<file path="src/rtl/prog_counter_pkg.sv">
// prog_counter_pkg: shared constants for the programmable counter.
//   Terminal-behaviour mode encodings and default widths.
package prog_counter_pkg;

  localparam int DEF_WIDTH      = 8;
  localparam int DEF_PRESCALE_W = 4;

  typedef enum logic [1:0] {
    MODE_WRAP    = 2'b00,
    MODE_SAT     = 2'b01,
    MODE_ONESHOT = 2'b10,
    MODE_RSVD    = 2'b11   // behaves as wrap
  } mode_e;

endpackage

</file>
<file path="src/rtl/prog_counter_prescaler.sv">
// prog_counter_prescaler: divides enabled cycles by div+1.
//   clk      - clock
//   rst_n    - async active-low reset
//   en       - advance the prescaler this cycle
//   sync_clr - restart the prescaler (clr or load on the counter)
//   div      - divisor minus one
//   tick     - high on the enabled cycle where the prescaler equals div
module prog_counter_prescaler
  import prog_counter_pkg::*;
#(
  parameter int PRESCALE_W = DEF_PRESCALE_W
) (
  input  logic                  clk,
  input  logic                  rst_n,
  input  logic                  en,
  input  logic                  sync_clr,
  input  logic [PRESCALE_W-1:0] div,
  output logic                  tick
);

  logic [PRESCALE_W-1:0] cnt;

  // A restart cycle never produces a tick, so load/clr never count as progress.
  assign tick = en && !sync_clr && (cnt == div);

  always_ff @(posedge clk or negedge rst_n) begin
    if (!rst_n) begin
      cnt <= '0;
    end else if (sync_clr) begin
      cnt <= '0;
    end else if (en) begin
      if (cnt == div) cnt <= '0;
      else            cnt <= cnt + PRESCALE_W'(1);
    end
  end

endmodule

</file>
<file path="src/rtl/prog_counter.sv">
// prog_counter: prescaled up/down counter with wrap, saturate and one-shot
// terminal behaviour.
//   clk, rst_n       - clock, async active-low reset
//   en               - count enable (gates the prescaler)
//   clr, load        - synchronous clear / load strobe (clr has priority)
//   load_val         - value loaded into count
//   limit            - up-count terminal value, down-count reload value
//   dir              - 1 = up, 0 = down
//   mode             - 00 wrap, 01 saturate, 10 one-shot, 11 wrap
//   div              - prescale divisor minus one
//   count            - registered count
//   tc               - one-cycle terminal-count pulse
//   ovf              - sticky wrap flag
//   done             - one-shot finished flag
module prog_counter
  import prog_counter_pkg::*;
#(
  parameter int WIDTH      = DEF_WIDTH,
  parameter int PRESCALE_W = DEF_PRESCALE_W
) (
  input  logic                  clk,
  input  logic                  rst_n,
  input  logic                  en,
  input  logic                  clr,
  input  logic                  load,
  input  logic [WIDTH-1:0]      load_val,
  input  logic [WIDTH-1:0]      limit,
  input  logic                  dir,
  input  logic [1:0]            mode,
  input  logic [PRESCALE_W-1:0] div,
  output logic [WIDTH-1:0]      count,
  output logic                  tc,
  output logic                  ovf,
  output logic                  done
);

  logic tick;
  logic terminal;

  prog_counter_prescaler #(
    .PRESCALE_W(PRESCALE_W)
  ) u_prescaler (
    .clk      (clk),
    .rst_n    (rst_n),
    .en       (en),
    .sync_clr (clr | load),
    .div      (div),
    .tick     (tick)
  );

  // ">=" rather than "==" so lowering limit below the running count still terminates.
  assign terminal = dir ? (count >= limit) : (count == '0);

  always_ff @(posedge clk or negedge rst_n) begin
    if (!rst_n) begin
      count <= '0;
      tc    <= 1'b0;
      ovf   <= 1'b0;
      done  <= 1'b0;
    end else if (clr) begin
      count <= '0;
      tc    <= 1'b0;
      ovf   <= 1'b0;
      done  <= 1'b0;
    end else if (load) begin
      count <= load_val;
      tc    <= 1'b0;
      done  <= 1'b0;
    end else if (tick && !done) begin
      if (terminal) begin
        tc <= 1'b1;
        case (mode)
          MODE_SAT: ;
          MODE_ONESHOT: done <= 1'b1;
          default: begin
            count <= dir ? '0 : limit;
            ovf   <= 1'b1;
          end
        endcase
      end else begin
        tc    <= 1'b0;
        count <= dir ? count + WIDTH'(1) : count - WIDTH'(1);
      end
    end else begin
      tc <= 1'b0;
    end
  end

endmodule

</file>
<file path="config.mk">
export PLATFORM = sky130hd
export DESIGN_NAME = prog_counter
export DESIGN_NICKNAME = d
export VERILOG_FILES = /design/src/rtl/prog_counter_pkg.sv /design/src/rtl/prog_counter_prescaler.sv /design/src/rtl/prog_counter.sv
export SDC_FILE = /design/constraint.sdc
export NUM_CORES = 1
export LEC_CHECK = 0
export ABC_AREA = 1
export CAP_MARGIN = 5
export CELL_PAD_IN_SITES_DETAIL_PLACEMENT = 0
export CELL_PAD_IN_SITES_GLOBAL_PLACEMENT = 1
export CORE_MARGIN = 4
export CORE_UTILIZATION = 31
export DETAILED_ROUTE_END_ITERATION = 10
export PLACE_DENSITY = 0.81
export SLEW_MARGIN = 20
export SYNTH_ARGS = -nofsm -noshare
export SYNTH_HDL_FRONTEND = slang
export SYNTH_SLANG_ARGS = --single-unit
</file>
<file path="constraint.sdc">
create_clock -name clk -period 1.8 [get_ports clk]
set_input_delay 0.45 -clock clk [delete_from_list [all_inputs] [get_ports clk]]
set_output_delay 0.45 -clock clk [all_outputs]
set_load 0.005 [all_outputs]
</file>
==> impl_metrics.ini, run 1 <==
[critical_path]
crit_required_ps = 1990
cpMostUsedCell = buf_6
critPathSlowestCell = dfrtp_1
critPathKind = flip-flop to flip-flop
cp_num_buf_inv = 4
worstPathCellList = buf_4 > nor2_1 > nand2_1 > o21ai_4 > nand2_4 > buf_6 > buf_6 > inv_4 > nand3_2 > a21oi_2
critPathArrivalTime_ps = 1980
endpoint_kind = flip-flop
crit_family = buffers and inverters
cp-start-kind = flip-flop
r2r_setup_slack_ps = 20
cp_max_fo = 5
critPathMaxStageDelay_ps = 440

[worst_hold_path]
worstHoldPathType = input port to asynchronous set/reset pin

[synth]
synth_seq_cells = 15
synth_area_sq_um = 1550
synthXorXnorAreaFrac_pct = 5.64
ys_types = 27
synth_mux_area_share_pct = 0
syn_inst = 224
synthAdderAreaFrac_pct = 14.2
synth_top_family_by_area = simple AND/OR/NAND/NOR gates
ys_seq_area_share_pct = 24.2
synth-compound-area-share_pct = 5.72
yosysWarnings = 0
synth_fp_nets = 269
yosys.area_share.simple_pct = 43.2
avgSynthCellArea_sq_um = 6.93

[floorplanning]
start_util_pct = 32.4
die_y_microns = 78.8
ios = 39
core-area_sq_um = 4790
num_rows = 25
die_w_microns = 78.8
design.die.area_sq_um = 6210

[routing]
dr_wl_met3_microns = 253
num_vias = 1708
wl_per_cell_microns = 12.3
met2_length_microns = 2300
ant_nets = 0
highest_layer = met4
met1_length_microns = 2060
drt-pass1-iter-count = 4
drc = 0
via_per_inst = 4.51
totalWireLength_microns = 4680
dr.first_iter.drc_count = 35

[power_and_ir_drop]
p_per_area_nw_per_um2 = 638
max-vdd-ir-drop_uv = 330
total_leakage_power_nw = 1.36

[placement]
post-dp-hpwl_microns = 3430
gp_congestion = 0.833
io_buffers = 38
pre_cts_slack_ps = -591
dpl-instance-area_sq_um = 2340

[cells_and_area]
diodes = 0
layout.nets = 358
drive_above_1_share_pct = 40.1
synthToLayoutAreaGrowth_pct = 75.8
fillCellCount = 450
final_core_util_pct = 57.0
multi_input_area_sq_um = 1300
mostFrequentLayoutCells = 71 x nand2_1, 34 x buf_4, 26 x clkdlybuf4s50_1
seqCellArea_sq_um = 377
layout_commonest_cell = nand2_1
fin_area_sq_um = 2730

[sta]
finalSetupTns_ps = 0
fin_crit_sh_pct = 99.0
skew_ps = 6.53
worst_slew_pin_slew_ps = 303
timing.final.ws_setup_ps = 17.6
hold_viol = 0
fmax_mhz = 561
setup_viol = 0
finalMaxSlewViolations = 0
whs_ps = 505
max_slew_margin_pct = 79.7
grt_setup_unrepaired = true
fin_crit_ps = 1780

[clock_network]
cts_root_buffer = clkbuf_8
cts_tree = built
path_clk_slew_ps = 80
cts-buffers-inserted = 3
clock_latency_ps = 260
htree_levels = 1
cts_buffer_depth = 2
clock_sink_count = 15

[global_routing]
grt_pass1_vias = 1658
grt_usage_pct = 14.8
grt_pass1_wl_microns = 7310
grt_max_degree = 16
grt.overflow.total = 0
antenna_found_initial = 0

[run]
maxCapViolCount = 0

[run_status]
status = complete, no violations
## flip-flops by register name, summed over array words and instances (netlist names)
signal,cells
count,8
done,1
ovf,1
tc,1
u_prescaler.cnt,4
## power breakdown
part | total (mW) | internal [mW] | switching, mW
clock | 0.309 | 0.154 | 0.155
sequential | 0.409 | 0.367 | 0.0420
combinational | 1.02 | 0.548 | 0.476
total | 1.74 | 1.07 | 0.672
## cell usage after synthesis
cell      instances  area [sq um]
nand2_2          10          62.6
fa_1              1          20.0
nor2_2            2          12.5
inv_4             1          6.26
a21oi_1           6          30.0
ha_1             16           200
o21ai_4           1          16.3
buf_2             1          5.00
clkinv_1          1          3.75
nand4_4           2          42.5
a21o_1            1          7.51
nor2_8            1          20.0
xor2_1            7          61.3
inv_2             7          26.3
a32o_1            1          10.0
nand3b_1          2          15.0
o21ai_1           5          25.0
inv_6             1          8.76
xnor2_1           3          26.3
dfrtp_1          15           375
nand2_4           2          22.5
nand2_1          83           312
nor2_1           14          52.6
nand3_1          23           115
nor3_1            1          5.00
nor2_4            1          11.3
inv_1            16          60.1
## final timing paths
path / from / end / cells after the start
min reg2reg: ovf / ovf / 2
min in group clk: ovf / ovf / 2
min: rst_n / u_prescaler.cnt[3] / 2
max reg2reg: count[7] / done / 10
max: count[7] / done / 10
max in group asynchronous: rst_n / count[1] / 2
## stage by stage
stage                     total power [mW]  std cells
after global placement                1.20        367
after floorplan                      0.815        224
after CTS                             1.64        376
final                                 1.74        379
after detailed placement              1.21        367
after global routing                  1.86        379
## routing by layer
layer  vias to the layer above  GRT usage [%]
li1                        896              -
met1                       765           19.3
met2                        41           24.8
met3                         6           2.49
met4                         0           4.37
met5                         -              0
## area by class of cell
type	instances	share of cell area (%)
well taps	67	3.07
flip-flops and latches	15	13.8
clock buffers	3	1.51
repair buffers	85	29.8
clock inverters	1	0.183
inverters	26	4.12
multi-input cells	182	47.5
## kinds of logic after synthesis
kind of cell / after synthesis
simple gates: 141
buf+inv: 27
fa+ha+maj: 17
flops: 15
compound gates: 14
xor+xnor: 10
## repair_timing
item / in CTS / in global routing
resized for setup: 37 / 38
endpoints found under the hold margin: 0 / 0
endpoints found under the setup margin: 12 / 12
buffers inserted: 5 / 3
hold buffers: 0 / 0
pin swaps: 18 / 22
Power figures use the tool's default switching activity.
==> run 2, diff against run 1 <==
- CTS_CLUSTER_SIZE: not set -> 28
- SKIP_CTS_REPAIR_TIMING: not set -> 1
==> run 2 against run 1 <==
Register-to-register slack improved by 30 ps. Combinational power about the same. Clock skew decreased by 3.6 ps. Core utilization increased by 1.1 points. Non-clock buffer count decreased by 3. Sequential share of layout area decreased by 0.25 points. Global-route usage decreased by 0.65 points. Clock-buffer cell count unchanged. Cell count decreased by 0.53%. Critical endpoint is now count[3].
==> impl_metrics.ini, run 2 (synthesis results as in run 1) <==
[run_status]
status = complete, no violations

[routing]
drt-pass1-iter-count = 4
ant_nets = 0
num_vias = 1688
totalWireLength_microns = 4610
dr.first_iter.drc_count = 49
via_per_inst = 4.48
wl_per_cell_microns = 12.2
drc = 0

[clock_network]
clock_sink_count = 15
clock_latency_ps = 260
path_clk_slew_ps = 70
htree_levels = 1
cts_root_buffer = clkbuf_8
cts_buffer_depth = 2
cts-buffers-inserted = 3
cts_tree = built

[critical_path]
worstRegToRegCells = 10
crit_start = count[3]
critPathArrivalTime_ps = 1320
crit_required_ps = 1350
cp-start-kind = flip-flop
critPathKind = flip-flop to primary output
cp_max_fo = 4
r2r_start = count[3]
endpoint_kind = primary output

[global_routing]
grt_usage_pct = 14.1
grt_max_degree = 16
grt.overflow.total = 0
antenna_found_initial = 0
grt_pass1_wl_microns = 7010
grt_pass1_vias = 1607

[placement]
dp.cells = 367
post-dp-hpwl_microns = 3430
io_buffers = 38
gp_congestion = 0.833

[floorplanning]
die_y_microns = 78.8
die_w_microns = 78.8
num_rows = 25
core-area_sq_um = 4790
start_util_pct = 32.4
design.die.area_sq_um = 6210
ios = 39

[sta]
worst_slew_pin_slew_ps = 289
finalSetupTns_ps = 0
max_slew_margin_pct = 80.7
whs_ps = 509
finalMaxSlewViolations = 0
grt_setup_unrepaired = true
fin_crit_sh_pct = 98.4
skew_ps = 2.91
setup_viol = 0
fmax_mhz = 565
fin_crit_ps = 1770
hold_viol = 0

[cells_and_area]
layout_commonest_cell = nand2_1
synthToLayoutAreaGrowth_pct = 79.1
fillCellCount = 435
layout.nets = 356
multi_input_area_sq_um = 1370
largest_reg_flops = 8
seqCellArea_sq_um = 377
mostFrequentLayoutCells = 73 x nand2_1, 35 x buf_4, 27 x clkdlybuf4s50_1
diodes = 0
drive_above_1_share_pct = 41.0
instances_no_fill = 377
biggestRegsByFlops = count x8, u_prescaler.cnt x4
top_register = count

[power_and_ir_drop]
p_per_area_nw_per_um2 = 627
total_leakage_power_nw = 1.43
max-vdd-ir-drop_uv = 334

[run]
maxCapViolCount = 0

[worst_hold_path]
worstHoldPathType = input port to asynchronous set/reset pin
run 2: power breakdown:
part | switching [mW] | leakage [nW] | internal [mW] | total (mW)
combinational | 0.494 | 1.20 | 0.537 | 1.03
sequential | 0.0411 | 0.200 | 0.367 | 0.408
clock | 0.150 | 0.0255 | 0.154 | 0.305
run 2: critical path, stage by stage, from the launching register on:
cell and delay [ps]:
dfrtp_1 420, buf_6 150, clkdlybuf4s50_1 500
run 2: path summary, 6_finish.rpt:
| path | to | slack [ps] |
|---|---|---|
| max | count[3] | 30 |
| min | u_prescaler.cnt[3] | 510 |
| max reg2reg | count[1] | 50 |
| min reg2reg | ovf | 520 |
| max in group asynchronous | count[1] | 1090 |
| min in group clk | ovf | 520 |
run 2: layout make-up:
| type | count | area share, % |
|---|---|---|
| multi-input combinational | 183 | 49.2 |
| clock buffer | 3 | 1.48 |
| timing repair buffer | 82 | 28.7 |
| tap | 67 | 3.01 |
| sequential | 15 | 13.5 |
| clock inverter | 1 | 0.180 |
| inverter | 26 | 3.87 |
run 2: per-stage QoR:
| step | instance area [sq um] | setup slack (ps) | power, mW | util, % |
|---|---|---|---|---|
| after global routing | 2780 | -77.8 | 1.88 | 58.1 |
| after detailed placement | 2340 | -591 | 1.21 | 48.9 |
| after global placement | 2340 | -590 | 1.20 | 48.9 |
| after floorplan | 1560 | 2.07 | 0.815 | - |
| after CTS | 2390 | -321 | 1.53 | 49.9 |
| final | 2780 | 29.3 | 1.74 | 58.1 |
run 2: layer usage:
layer,routed length [microns],vias up,track usage [%]
li1,-,891,-
met1,2090,765,19.1
met2,2290,28,23.4
met3,184,4,2.15
met4,41,0,3.67
met5,0,-,0
